--- src/rtl/stopwatch_uart_reporter_if.sv ---
// UART TX FIFO write port as seen by the stopwatch reporter.
// The reporter drives the write strobe and data; the FIFO returns its full flag.
interface stopwatch_uart_reporter_if;
    logic       wr_uart;
    logic [7:0] w_data;
    logic       tx_full;

    modport master (output wr_uart, output w_data, input tx_full);
    modport slave  (input wr_uart, input w_data, output tx_full);
endinterface

--- src/rtl/stopwatch_uart_reporter.sv ---
// Snapshots the stopwatch digit bus and writes it as ASCII text ("9.59.9\r\n")
// into the UART TX FIFO, on a host request or on a periodic auto-report tick.
//
// state | meaning
// IDLE  | waiting for req, tick or a pending trigger
// DIGIT | emit character of digit idx_q
// DOT   | emit '.' after a digit whose dp bit is set
// CR    | emit carriage return
// LF    | emit line feed, frame done
module stopwatch_uart_reporter #(
    parameter int NUM_DIGITS   = 4,
    parameter int PERIOD_TICKS = 25_000_000,
    parameter int CNT_W        = 25
) (
    input  logic       clk,
    input  logic       rst_n,
    input  logic [4:0] in0_i,
    input  logic [4:0] in1_i,
    input  logic [4:0] in2_i,
    input  logic [4:0] in3_i,
    input  logic [4:0] in4_i,
    input  logic [4:0] in5_i,
    input  logic       req_i,
    input  logic       auto_en_i,
    output logic       busy_o,
    stopwatch_uart_reporter_if.master uart
);

    localparam logic [2:0] IDLE  = 3'd0;
    localparam logic [2:0] DIGIT = 3'd1;
    localparam logic [2:0] DOT   = 3'd2;
    localparam logic [2:0] CR    = 3'd3;
    localparam logic [2:0] LF    = 3'd4;

    localparam bit             AUTO_OK = (PERIOD_TICKS != 0);
    localparam logic [CNT_W-1:0] LAST  = AUTO_OK ? CNT_W'(PERIOD_TICKS - 1) : '0;
    localparam logic [2:0]     TOP_IDX = 3'(NUM_DIGITS - 1);

    logic [CNT_W-1:0] cnt_q, cnt_d;
    logic [2:0]       state_q, state_d;
    logic [2:0]       idx_q, idx_d;
    logic             pend_q, pend_d;
    logic             busy_q, busy_d;
    logic [29:0]      snap_q, snap_d;
    logic [7:0]       last_q, last_d;

    logic       tick, trig, emit, wr;
    logic [4:0] cur;
    logic [7:0] enc, byte_c;

    always_comb begin
        cnt_d = cnt_q;
        if (!AUTO_OK || !auto_en_i || cnt_q == LAST) cnt_d = '0;
        else                                         cnt_d = cnt_q + 1'b1;
    end

    assign tick = AUTO_OK && auto_en_i && (cnt_q == LAST);
    assign trig = req_i | tick;

    always_comb begin
        case (idx_q)
            3'd0:    cur = snap_q[4:0];
            3'd1:    cur = snap_q[9:5];
            3'd2:    cur = snap_q[14:10];
            3'd3:    cur = snap_q[19:15];
            3'd4:    cur = snap_q[24:20];
            3'd5:    cur = snap_q[29:25];
            default: cur = 5'd0;
        endcase
    end

    // Hex-style encoding so out-of-range digit values stay visible to the host.
    assign enc = (cur[3:0] < 4'd10) ? (8'h30 + {4'h0, cur[3:0]})
                                    : (8'h37 + {4'h0, cur[3:0]});

    always_comb begin
        case (state_q)
            DIGIT:   byte_c = enc;
            DOT:     byte_c = 8'h2E;
            CR:      byte_c = 8'h0D;
            LF:      byte_c = 8'h0A;
            default: byte_c = last_q;
        endcase
    end

    assign emit = (state_q != IDLE);
    assign wr   = emit && !uart.tx_full;

    always_comb begin
        state_d = state_q;
        idx_d   = idx_q;
        pend_d  = pend_q;
        busy_d  = busy_q;
        snap_d  = snap_q;
        last_d  = wr ? byte_c : last_q;
        if (state_q != IDLE && trig) pend_d = 1'b1;
        case (state_q)
            IDLE: begin
                if (trig || pend_q) begin
                    state_d = DIGIT;
                    idx_d   = TOP_IDX;
                    pend_d  = 1'b0;
                    busy_d  = 1'b1;
                    snap_d  = {in5_i, in4_i, in3_i, in2_i, in1_i, in0_i};
                end
            end
            DIGIT: begin
                if (wr) begin
                    if (cur[4])              state_d = DOT;
                    else if (idx_q == 3'd0)  state_d = CR;
                    else                     idx_d   = idx_q - 3'd1;
                end
            end
            DOT: begin
                if (wr) begin
                    if (idx_q == 3'd0) state_d = CR;
                    else begin
                        state_d = DIGIT;
                        idx_d   = idx_q - 3'd1;
                    end
                end
            end
            CR: if (wr) state_d = LF;
            LF: begin
                if (wr) begin
                    state_d = IDLE;
                    busy_d  = 1'b0;
                end
            end
            default: state_d = IDLE;
        endcase
    end

    always_ff @(posedge clk or negedge rst_n) begin
        if (!rst_n) begin
            cnt_q   <= '0;
            state_q <= IDLE;
            idx_q   <= 3'd0;
            pend_q  <= 1'b0;
            busy_q  <= 1'b0;
            snap_q  <= '0;
            last_q  <= 8'h00;
        end else begin
            cnt_q   <= cnt_d;
            state_q <= state_d;
            idx_q   <= idx_d;
            pend_q  <= pend_d;
            busy_q  <= busy_d;
            snap_q  <= snap_d;
            last_q  <= last_d;
        end
    end

    // Strobe is combinational on tx_full so a write never lands on a full FIFO.
    assign uart.wr_uart = wr;
    assign uart.w_data  = wr ? byte_c : last_q;
    assign busy_o       = busy_q;

endmodule

--- src/flat_wrapper.sv ---
// flat-port wrapper written by rule: the top's interface ports become plain ports
module stopwatch_uart_reporter_flat 
#(
    parameter int NUM_DIGITS   = 4,
    parameter int PERIOD_TICKS = 25_000_000,
    parameter int CNT_W        = 25
)
  (clk, rst_n, in0_i, in1_i, in2_i, in3_i, in4_i, in5_i, req_i, auto_en_i, busy_o, uart_wr_uart, uart_w_data, uart_tx_full);
  stopwatch_uart_reporter_if uart_i ();
  input  logic clk;
  input  logic rst_n;
  input  logic [4:0] in0_i;
  input  logic [4:0] in1_i;
  input  logic [4:0] in2_i;
  input  logic [4:0] in3_i;
  input  logic [4:0] in4_i;
  input  logic [4:0] in5_i;
  input  logic req_i;
  input  logic auto_en_i;
  output logic busy_o;
  output wire logic [$bits(uart_i.wr_uart)-1:0] uart_wr_uart;
  output wire logic [$bits(uart_i.w_data)-1:0] uart_w_data;
  input wire logic [$bits(uart_i.tx_full)-1:0] uart_tx_full;
  assign uart_wr_uart = uart_i.wr_uart;
  assign uart_w_data = uart_i.w_data;
  assign uart_i.tx_full = uart_tx_full;
  stopwatch_uart_reporter #(.NUM_DIGITS(NUM_DIGITS), .PERIOD_TICKS(PERIOD_TICKS), .CNT_W(CNT_W)) u_core (.clk(clk), .rst_n(rst_n), .in0_i(in0_i), .in1_i(in1_i), .in2_i(in2_i), .in3_i(in3_i), .in4_i(in4_i), .in5_i(in5_i), .req_i(req_i), .auto_en_i(auto_en_i), .busy_o(busy_o), .uart(uart_i));
endmodule
--- config.mk ---
export PLATFORM = sky130hd
export DESIGN_NAME = stopwatch_uart_reporter_flat
export DESIGN_NICKNAME = d
export VERILOG_FILES = /design/src/rtl/stopwatch_uart_reporter_if.sv /design/src/rtl/stopwatch_uart_reporter.sv /design/src/flat_wrapper.sv
export SDC_FILE = /design/constraint.sdc
export NUM_CORES = 1
export LEC_CHECK = 0
export CORE_MARGIN = 3
export CORE_UTILIZATION = 50
export CTS_CLUSTER_SIZE = 28
export DETAILED_ROUTE_END_ITERATION = 8
export PLACE_DENSITY_LB_ADDON = 0.08
export REMOVE_ABC_BUFFERS = 1
export SETUP_SLACK_MARGIN = 0.2
export SLEW_MARGIN = 20
export SYNTH_ARGS = -nofsm -noshare
export SYNTH_HDL_FRONTEND = slang
export SYNTH_SLANG_ARGS = --single-unit
--- constraint.sdc ---
create_clock -name clk -period 3.5 [get_ports clk]
set_input_delay 0.525 -clock clk [delete_from_list [all_inputs] [get_ports clk]]
set_output_delay 0.525 -clock clk [all_outputs]
set_load 0.05 [all_outputs]
==> parameters.txt <==
Parameter                              Value

Run status
  Outcome    finished clean

Cells and area
  Post-layout instance count excluding filler cells    476
  Number of nets in the layout    417
  Share of final-layout standard cells stronger than drive strength 1    18.2%
  Ant. Diodes    0
  Syn-to-layout area delta    19.5%

Setup path
  Startpoint class of the critical path    register
  Kind of end point of the critical path    primary output
  Data arrival time at the worst-slack endpoint    2.64 ns
  Critical-path maximum fanout    10
  Required time of the critical path    2.97 ns
  Crit Path Category    reg2out

Routing
  DRC viols    0
  Wire length per cell    16.5 um
  Routed vias/inst    5.57
  Via count of the routed design    2649
  Final antenna-violating net count    0
  Total routed wirelength    7840 um
  Pre-antenna DRT Iters    4
  Number of DRC markers in iteration 0    161

Floorplanning
  Die X-Extent    91.8 um
  # rows    30
  Starting density of the core    53.0%
  Die Area    0.00842 mm^2
  Core Region    0.00694 mm^2
  Io pins    45
  Vertical die dimension    91.8 um

Pwr
  Worst IR Drop VDD    0.366 mV
  Switching power    0.00142 W
  Clock group share of total power    17.6%
  Power per standard cell area    824 mW/mm^2
  Net switching fraction of the power    39.1%
  Total internal power    0.00220 W
  Sequential share of power    35.6%
  Combinational Power Share    46.8%
  Pleak    1.92 nW

Worst hold path
  Class of the most critical hold timing path    in2async

Clocking
  Total number of clock tree sinks    71
  Number of CTS-inserted buffers    9
  CTS tree    built
  Clk Latency, worst-skew pair    0.35 ns
  CTS clock-pin slew for the worst setup and hold paths    0.08 ns
  Worst-case clock buffer depth    2
  Count of hold buffers inserted by post-cts repair    0
  Root Buffer Master    sky130_fd_sc_hd__clkbuf_8
  Setup fix buffers added after clock tree synthesis    0
  Count of H-tree levels built during CTS    3

Placed design
  DP HPWL    5480 um
  Count of input and output buffers    44
  Placement Setup Slack    0.262 ns
  Final weighted congestion in routability-driven placement    0.813
  Inst Count DP    461

Global route
  Antenna violations before repair    0
  Maximum number of pins on one net before global-route repair    38
  First-pass GRT wire length    13000 um
  Overall track demand over capacity in global routing    19.5%
  Via count of the first global-routing pass    2652
  Global route overflow    0

Logic synthesis
  Number of different library cells in the post-synthesis netlist    53
  Proportion of netlist area held by the largest area contributor    48.3%
  Syn avg cell area    11.2 um^2
  Gate count of the mapped netlist    329
  Cell area after synthesis    0.00368 mm^2
  Synth top area cells    sky130_fd_sc_hd__dfrtp_1 (48%), sky130_fd_sc_hd__mux2_4 (12%), sky130_fd_sc_hd__nor2_1 (4.0%), sky130_fd_sc_hd__xor2_1 (2.9%), sky130_fd_sc_hd__xnor2_1 (2.6%)
  YS warnings    0
  Share of the yosys chip area belonging to registers    48.3%
  Biggest area consumer among synthesized cells    sky130_fd_sc_hd__dfrtp_1
  Proportion of register bits with asynchronous set or reset after synthesis    100%
  Number of enable flip-flop cells after synthesis    0
  Most used DFF post-synth    sky130_fd_sc_hd__dfrtp_1
  Flip-flop and latch count after synthesis    71

Timing
  Post-route setup TNS    0 ns
  Clock Skews    0.0105 ns
  RSZ-0062 raised after global routing    false
  Final critical path time including I/O delays and setup    3.16 ns
  Count of endpoints failing hold in the final timing report    0
  Worst slew pin tran    0.812 ns
  Worst slew slack as a fraction of its limit    45.9%
  Final Worst Setup Slack    0.338 ns
  Final setup fails    0
  Fin crit share    90.3%
  Slew Limit Fails    0
  Highest Clock Rate    316 MHz

Run
  Max cap viols    0
worst max-delay path, stage by stage (launching register included):
cell,delay (ns)
sky130_fd_sc_hd__dfrtp_1,0.41
sky130_fd_sc_hd__inv_1,0.16
sky130_fd_sc_hd__ha_2,0.33
sky130_fd_sc_hd__a22oi_1,0.10
sky130_fd_sc_hd__and3_1,0.20
sky130_fd_sc_hd__a21o_1,0.21
sky130_fd_sc_hd__or4_1,0.52
sky130_fd_sc_hd__nand4_1,0.14
sky130_fd_sc_hd__buf_4,0.21
layout by cell type (no fill, tap or decap), types with 5 or more instances in the layout:
cell,instances
sky130_fd_sc_hd__xnor2_1,11
sky130_fd_sc_hd__nor4_1,6
sky130_fd_sc_hd__mux2_4,30
sky130_fd_sc_hd__nor3_1,7
sky130_fd_sc_hd__inv_1,10
sky130_fd_sc_hd__xor2_1,12
sky130_fd_sc_hd__a22oi_1,11
sky130_fd_sc_hd__clkdlybuf4s50_1,36
sky130_fd_sc_hd__nand3_1,15
sky130_fd_sc_hd__nand4_1,7
sky130_fd_sc_hd__o21ai_0,7
sky130_fd_sc_hd__and3_1,7
sky130_fd_sc_hd__a21oi_1,8
sky130_fd_sc_hd__dfrtp_1,71
sky130_fd_sc_hd__and2_1,5
sky130_fd_sc_hd__buf_4,8
sky130_fd_sc_hd__nor2_1,39
sky130_fd_sc_hd__nand2_1,14
sky130_fd_sc_hd__clkbuf_8,9
path summary, 6_finish.rpt:
kind                             startpoint                end  slack, ns  cells past startpoint
setup / recovery            u_core.idx_q[0]     uart_w_data[0]       0.34                      8
hold / removal                        rst_n  u_core.state_q[2]       0.26                      1
setup reg to reg           u_core.cnt_q[10]  u_core.snap_q[25]       1.21                      6
hold reg to reg            u_core.last_q[7]   u_core.last_q[7]       0.49                      1
max in group asynchronous             rst_n    u_core.idx_q[1]       2.56                      2
min in group clk           u_core.last_q[7]   u_core.last_q[7]       0.49                      1
cells in the mapped netlist, drive strengths merged, types with 2 or more instances:
| library cell | instances |
|---|---|
| a2bb2oi | 2 |
| o211ai | 2 |
| ha | 6 |
| a21oi | 8 |
| mux2 | 31 |
| and2 | 5 |
| nand3 | 16 |
| nand2 | 15 |
| inv | 10 |
| nor4 | 6 |
| o31ai | 4 |
| nand4 | 7 |
| buf | 6 |
| xor2 | 12 |
| and3 | 7 |
| or4 | 2 |
| and4 | 4 |
| nor2 | 39 |
| xnor2 | 11 |
| o21ai | 7 |
| a211oi | 3 |
| nor3 | 7 |
| a31oi | 2 |
| dfrtp | 71 |
| a22oi | 11 |
| or3 | 3 |
| mux2i | 4 |
| clkbuf | 7 |
| a221o | 3 |
final cells by class:
type	count	area [um^2]
fillers	572	2550
multi-input cells	235	1810
flip-flops and latches	71	1780
repair buffers	49	465
clock buffers	9	124
well taps	96	120
clock inverters	6	62.6
inverters	10	37.5
cell families (layout without fill, tap and decap cells):
| kind of cell | after synthesis | in the layout | share of synthesized area, % |
|---|---|---|---|
| compound gates | 54 | 54 | 11.1 |
| xor+xnor | 23 | 23 | 5.48 |
| fa+ha+maj | 6 | 6 | 2.04 |
| buf+inv | 23 | 74 | 3.06 |
| flops | 71 | 71 | 48.3 |
| mux | 35 | 35 | 13.6 |
| simple gates | 117 | 117 | 16.4 |
flip-flops by register name (all words and copies together), names as in the netlist:
register        count
u_core.state_q      3
u_core.snap_q      30
u_core.cnt_q       25
u_core.pend_q       1
u_core.busy_o       1
u_core.idx_q        3
u_core.last_q       8
through the flow:
step	util (%)	hold slack, ns	cell area (um^2)	total power, W
6_report	63.3	0.263	4390	0.00362
5_1_grt	63.3	0.311	4390	0.00383
4_1_cts	63.1	0.289	4380	0.00361
3_5_place_dp	60.5	0.471	4200	0.00298
3_3_place_gp	60.5	0.485	4200	0.00295
2_1_floorplan	-	0.229	3600	0.00253
power groups by stage:
stage / clock [W] / sequential (W) / combinational (W)
after floorplan: 0 / 0.00124 / 0.00128
after global placement: 0 / 0.00129 / 0.00166
after global routing: 0.000690 / 0.00132 / 0.00182
final: 0.000635 / 0.00129 / 0.00169
after detailed placement: 0 / 0.00130 / 0.00168
after CTS: 0.000650 / 0.00128 / 0.00168
metal layers:
metal | vias to the layer above | GRT usage (%) | wire, um
met4 | 0 | 5.32 | 79
met1 | 1297 | 28.5 | 4020
met3 | 7 | 5.66 | 315
met2 | 61 | 28.2 | 3420
met5 | - | 0 | 0
li1 | 1284 | - | -
what timing repair did:
action | CTS | global route
hold endpoints to repair | 0 | 0
cloned | 0 | 0
resized for setup | 4 | 9
endpoints found under the setup margin | 4 | 6
Power figures use the tool's default switching activity.
